## src/rtl/capt_sched.sv

```systemverilog
// Capture scheduler: queues packet descriptors, launches one write-controller
// transaction at a time, filters bad descriptors and watches for a hung controller.
module capt_sched #(
   parameter int unsigned DEPTH          = 4,
   parameter logic [15:0] MAX_LEN        = 16'd1518,
   parameter int unsigned GAP_CYCLES     = 2,
   parameter int unsigned TIMEOUT_CYCLES = 65535
) (
   input  logic                     clk,
   input  logic                     reset,
   input  logic                     enable,
   input  logic                     desc_valid,
   output logic                     desc_ready,
   input  logic [31:0]              desc_begin,
   input  logic [31:0]              desc_end,
   output logic                     wr_ctrl,
   input  logic                     wr_ctrl_rdy,
   output logic [31:0]              pkt_begin,
   output logic [31:0]              pkt_end,
   output logic                     busy,
   output logic                     irq,
   output logic                     err,
   output logic [31:0]              pkt_count,
   output logic [31:0]              drop_count,
   output logic [$clog2(DEPTH):0]   queue_level
);

   localparam int AW = $clog2(DEPTH);
   localparam int LW = AW + 1;
   localparam int GW = $clog2(GAP_CYCLES + 1) + 1;
   localparam int WW = $clog2(TIMEOUT_CYCLES) + 1;

   localparam logic [LW-1:0] FULL_LEVEL = LW'(DEPTH);
   localparam logic [GW-1:0] GAP_LOAD   = GW'(GAP_CYCLES);
   localparam logic [WW-1:0] WD_LIMIT   = WW'(TIMEOUT_CYCLES - 1);

   localparam logic [2:0] S_IDLE   = 3'd0;
   localparam logic [2:0] S_LAUNCH = 3'd1;
   localparam logic [2:0] S_WAIT   = 3'd2;
   localparam logic [2:0] S_GAP    = 3'd3;
   localparam logic [2:0] S_ERROR  = 3'd4;

   logic [2:0]    state;
   logic [2:0]    next_state;
   logic [31:0]   q_begin [DEPTH];
   logic [31:0]   q_end   [DEPTH];
   logic [AW-1:0] rd_ptr;
   logic [AW-1:0] wr_ptr;
   logic [GW-1:0] gap_cnt;
   logic [WW-1:0] wdog;
   logic [WW-1:0] wdog_inc;
   logic [31:0]   desc_len;
   logic          take;
   logic          bad;
   logic          full;
   logic          push;
   logic          drop;
   logic          pop;
   logic          flush;
   logic          wd_hit;
   logic          done;

   assign desc_ready = enable;
   assign take       = desc_valid & enable;
   assign desc_len   = desc_end - desc_begin;
   assign bad        = (desc_end <= desc_begin) || (desc_len > {16'd0, MAX_LEN});
   // Fullness uses the registered level so a same-cycle pop never rescues a push.
   assign full       = (queue_level == FULL_LEVEL);
   assign push       = take & ~bad & ~full;
   assign drop       = take & (bad | full);
   assign pop        = (state == S_IDLE) && enable && (queue_level != '0);
   assign flush      = ~enable && ((state == S_IDLE) || (state == S_ERROR));
   assign done       = (state == S_WAIT) && wr_ctrl_rdy;
   assign wdog_inc   = wdog + WW'(1);
   assign wd_hit     = (wdog_inc == WD_LIMIT);

   always_comb begin
      next_state = state;
      case (state)
         S_IDLE:   if (pop) next_state = S_LAUNCH;
         S_LAUNCH: next_state = S_WAIT;
         S_WAIT: begin
            if (wr_ctrl_rdy)  next_state = S_GAP;
            else if (wd_hit)  next_state = S_ERROR;
         end
         S_GAP:    if (gap_cnt <= GW'(1)) next_state = S_IDLE;
         S_ERROR:  if (!enable) next_state = S_IDLE;
         default:  next_state = S_IDLE;
      endcase
   end

   always_ff @(posedge clk) begin
      if (push) begin
         q_begin[wr_ptr] <= desc_begin;
         q_end[wr_ptr]   <= desc_end;
      end
   end

   always_ff @(posedge clk or negedge reset) begin
      if (!reset) begin
         state       <= S_IDLE;
         wr_ctrl     <= 1'b0;
         busy        <= 1'b0;
         irq         <= 1'b0;
         err         <= 1'b0;
         pkt_begin   <= '0;
         pkt_end     <= '0;
         pkt_count   <= '0;
         drop_count  <= '0;
         queue_level <= '0;
         rd_ptr      <= '0;
         wr_ptr      <= '0;
         gap_cnt     <= '0;
         wdog        <= '0;
      end else begin
         state   <= next_state;
         wr_ctrl <= (next_state == S_LAUNCH);
         busy    <= (next_state == S_LAUNCH) || (next_state == S_WAIT) ||
                    (next_state == S_GAP);
         irq     <= done;
         err     <= (next_state == S_ERROR);

         if (pop) begin
            pkt_begin <= q_begin[rd_ptr];
            pkt_end   <= q_end[rd_ptr];
         end

         if (state == S_LAUNCH)
            wdog <= '0;
         else if ((state == S_WAIT) && !wr_ctrl_rdy)
            wdog <= wdog_inc;

         if (done)
            gap_cnt <= GAP_LOAD;
         else if ((state == S_GAP) && (gap_cnt != '0))
            gap_cnt <= gap_cnt - GW'(1);

         if (done && (pkt_count != '1))
            pkt_count <= pkt_count + 32'd1;
         if (drop && (drop_count != '1))
            drop_count <= drop_count + 32'd1;

         // Flush and push are exclusive: both depend on enable with opposite sense.
         if (flush) begin
            rd_ptr      <= '0;
            wr_ptr      <= '0;
            queue_level <= '0;
         end else begin
            if (push) wr_ptr <= wr_ptr + AW'(1);
            if (pop)  rd_ptr <= rd_ptr + AW'(1);
            if (push && !pop)
               queue_level <= queue_level + LW'(1);
            else if (pop && !push)
               queue_level <= queue_level - LW'(1);
         end
      end
   end

endmodule

```

## config.mk

```make
export PLATFORM = sky130hd
export DESIGN_NAME = capt_sched
export DESIGN_NICKNAME = d
export VERILOG_FILES = /design/src/rtl/capt_sched.sv
export SDC_FILE = /design/constraint.sdc
export NUM_CORES = 1
export LEC_CHECK = 0
export BUFFER_PORTS_ARGS = -buffer_cell sky130_fd_sc_hd__buf_2
export CAP_MARGIN = 40
export CORE_ASPECT_RATIO = 0.7
export CORE_UTILIZATION = 50
export DETAILED_ROUTE_END_ITERATION = 12
export PLACE_DENSITY = 0.7
export SLEW_MARGIN = 20
export SYNTH_ARGS = -nofsm -noshare
export SYNTH_HDL_FRONTEND = slang
export SYNTH_SLANG_ARGS = --single-unit
```

## constraint.sdc

```tcl
create_clock -name clk -period 3.95 [get_ports clk]
set_input_delay 0.9875 -clock clk [delete_from_list [all_inputs] [get_ports clk]]
set_output_delay 0.9875 -clock clk [all_outputs]
set_load 0.02 [all_outputs]
```

==> impl_metrics.tcl <==
set metrics [dict create \
    antenna_left 0 \
    worstPathMaxFanout 20 \
    relSlewSlack_pct 52.6 \
    hold_violations 0 \
    grt_use_total_pct 24.0 \
    crit_chain "buf_12 -> inv_12 -> ha_4 -> fa_2 -> nand2b_4 -> a21oi_4 -> o2111ai_4 -> a21oi_4 -> o41a_1 -> o21ai_2 -> or4_4 -> nor4b_4 -> nor4bb_4 -> buf_4 -> buf_6 -> and2_4 -> buf_12" \
    postLayoutSetupSlackWorst_ns -0.288 \
    violations "negative setup slack" \
    synth_edf_count 256 \
    clock-sinks 418 \
    area_growth_syn_to_layout_pct 34.2 \
    finalClockSkew_ns 0.0147 \
    worst-setup-path-type "input port to flop" \
    clockBufferDepth 3 \
    nFillCells 2436 \
    syn_avg_cell_area_um2 14.3 \
    setup_viol 285 \
    die_w_um 233 \
    cpLargestDelayFamily "simple AND/OR/NAND/NOR gates" \
    grt_pass1_vias 12502 \
    dieHeight_um 164 \
    clock_latency_ns 0.55 \
    mappedNetlistArea_mm2 0.0186 \
    synth_top_area_cell "edfxtp_1" \
    synth_async_sr_flop_share_pct 38.8 \
    tritoncts "yes" \
    grt_pass1_wl_mm 70.2 \
    syn_inst 1304 \
    cap_violations 0 \
    synth_flop_cell "edfxtp_1" \
    final_cell_mix "edfxtp_1 (256), buf_4 (194), buf_2 (191)" \
    ys_seq_area_share_pct 63.0 \
    dp_hpwl_mm 30.7 \
    finalMaxSlewViolations 0 \
    first_iter_violations 1195 \
    wl_per_cell_um 21.3 \
    p_per_area_mw_per_mm2 536 \
    grt_max_degree 64 \
    period_share_pct 107 \
    cp-start-kind "input port" \
    yosys-top-cells-area "edfxtp_1 (41%), dfrtp_1 (22%), mux4_2 (7.7%), mux2_2 (3.9%), ha_1 (2.9%)" \
    yosysTopAreaCellShare_pct 41.3 \
    fin_area_mm2 0.0250 \
    grt_overflow 0 \
    rsz0062_at_grt "yes" \
    final_common_cell "edfxtp_1" \
    port_buffers 204 \
    ios 205 \
    place_congestion 0.903 \
    yosys.cell_types.count 72 \
    vias 12848 \
    max_freq_mhz 236 \
    layout-drive-gt1-share_pct 44.6 \
    tns_ns -63.55 \
    num_rows 58 \
    core_mm2 0.0363 \
    required_ns 4.19 \
    clkSlewWorstSetupHoldPaths_ns 0.06 \
    htree_levels 2 \
    dpl_cell_area_mm2 0.0218 \
    vias_per_cell 5.67 \
    tightest_slew_ns 0.710 \
    p_leak_nw 10.2 \
    drt_wl_total_mm 48.3 \
    fin_crit_ns 4.24 \
    post-place-ws_ns -0.966 \
    path_buf_inv 5 \
    start_util_pct 51.4 \
    crit_arrival_ns 4.48 \
    synth_seq_cells 418 \
    die-area_mm2 0.0381 \
    fin_total_pwr_w 0.0134 \
    post-route-drc-count 0 \
    critPathMaxStageDelay_ns 0.51 \
    hold_path.class "input port to asynchronous set/reset pin" \
    root_buffer "clkbuf_16" \
    crit_path_end_kind "flop" \
    status "finished, violations left" \
    drt_first_pass_iters 6 \
    max-vdd-ir-drop_uv 455 \
    antenna_found_initial 2 \
    fin_nets 1866 \
    cts_buffers 41 \
    slowest_stage "or4_4" \
    yosys_warnings 0 \
    syn_nets 1418 \
]
-- final timing paths --
check	start	endpoint	slack (ns)	cells after the start
min in group clk	drop_count[28]	drop_count[28]	0.47	1
worst max register to register	drop_count[5]	drop_count[26]	0.13	11
max in group asynchronous	reset	drop_count[22]	2.70	2
worst min register to register	drop_count[28]	drop_count[28]	0.47	1
worst min-delay path	reset	pkt_begin[27]	0.42	1
worst max-delay path	desc_end[0]	q_begin[0][24]	-0.29	17
-- stage by stage --
step / std cells / util (%) / hold slack (ns)
2_1_floorplan: 1304 / - / 0.446
4_1_cts: 2226 / 65.8 / 0.441
3_5_place_dp: 2133 / 60.1 / 0.471
3_3_place_gp: 2133 / 60.1 / 0.465
5_1_grt: 2266 / 68.9 / 0.462
6_report: 2266 / 68.9 / 0.415
-- worst reg2reg max path: cells and delay by family, from the launching register on --
kind / cells / cell delay (ns)
AO/OA/AOI/OAI: 1 / 0.47
XOR/XNOR: 1 / 0.17
buffers and inverters: 1 / 0.21
flip-flops: 1 / 0.47
AND/OR/NAND/NOR: 8 / 2.38
-- cell type report --
type	count	area, um2	area share (%)
clock inverter	23	345	1.38
timing repair buffer	444	3480	13.9
multi-input combinational	801	7520	30.1
tap	480	601	2.40
clock buffer	53	1130	4.53
antenna	1	2.50	0.0100
sequential	418	11700	47.0
inverter	46	188	0.750
-- power breakdown --
part | leakage, nW | internal [W] | switching [W]
clock network | 0.722 | 0.00262 | 0.00165
logic | 5.13 | 0.00167 | 0.00190
registers | 4.39 | 0.00511 | 0.000447
total | 10.2 | 0.00940 | 0.00400
-- sequential cells by signal, summed over array words and instances (netlist names) --
name	flops
busy	1
drop_count	32
err	1
gap_cnt	3
irq	1
pkt_begin	32
pkt_count	32
pkt_end	32
q_begin	128
q_end	128
queue_level	3
rd_ptr	2
state	3
wdog	17
wr_ctrl	1
wr_ptr	2
-- cells by family (layout without fill, tap and decap cells) --
logic type | count (synthesis) | in the layout | synth area share [%]
simple gates | 341 | 341 | 9.21
xor+xnor | 88 | 88 | 4.14
fa+ha+maj | 45 | 45 | 3.10
buf+inv | 85 | 566 | 1.80
mux | 135 | 135 | 12.0
flops | 418 | 418 | 63.0
other cells | 0 | 1 | 0
compound gates | 192 | 192 | 6.72
-- layer usage --
layer | track usage, % | up-vias | routed length, um
li1 | - | 5847 | -
met1 | 35.4 | 6489 | 21800
met2 | 37.7 | 419 | 22800
met3 | 3.47 | 91 | 2550
met4 | 5.73 | 2 | 1080
met5 | 0 | - | 13
-- synthesized netlist by cell type, types with 10 or more instances --
library cell  count
clkbuf_1         25
nand3_1          42
dfrtp_1         162
o21ai_0          43
inv_1            46
nand4_1          14
a21oi_1          56
ha_1             43
mux4_2           64
and2_1           12
nor3_1           32
o21a_1           10
xnor2_1          43
nand2_1          93
nor2_1           63
and3_1           24
xor2_1           45
a21o_1           11
mux2_2           65
nor4_1           11
edfxtp_1        256
-- repair_timing --
action                     in CTS  in global routing
setup buffers                  15                 29
pin swaps                      27                 54
gates cloned                    3                 13
hold buffers                    0                  0
gates resized for setup        73                133
setup endpoints to repair     293                292
Note: power is estimated with default switching activity, not from simulation.
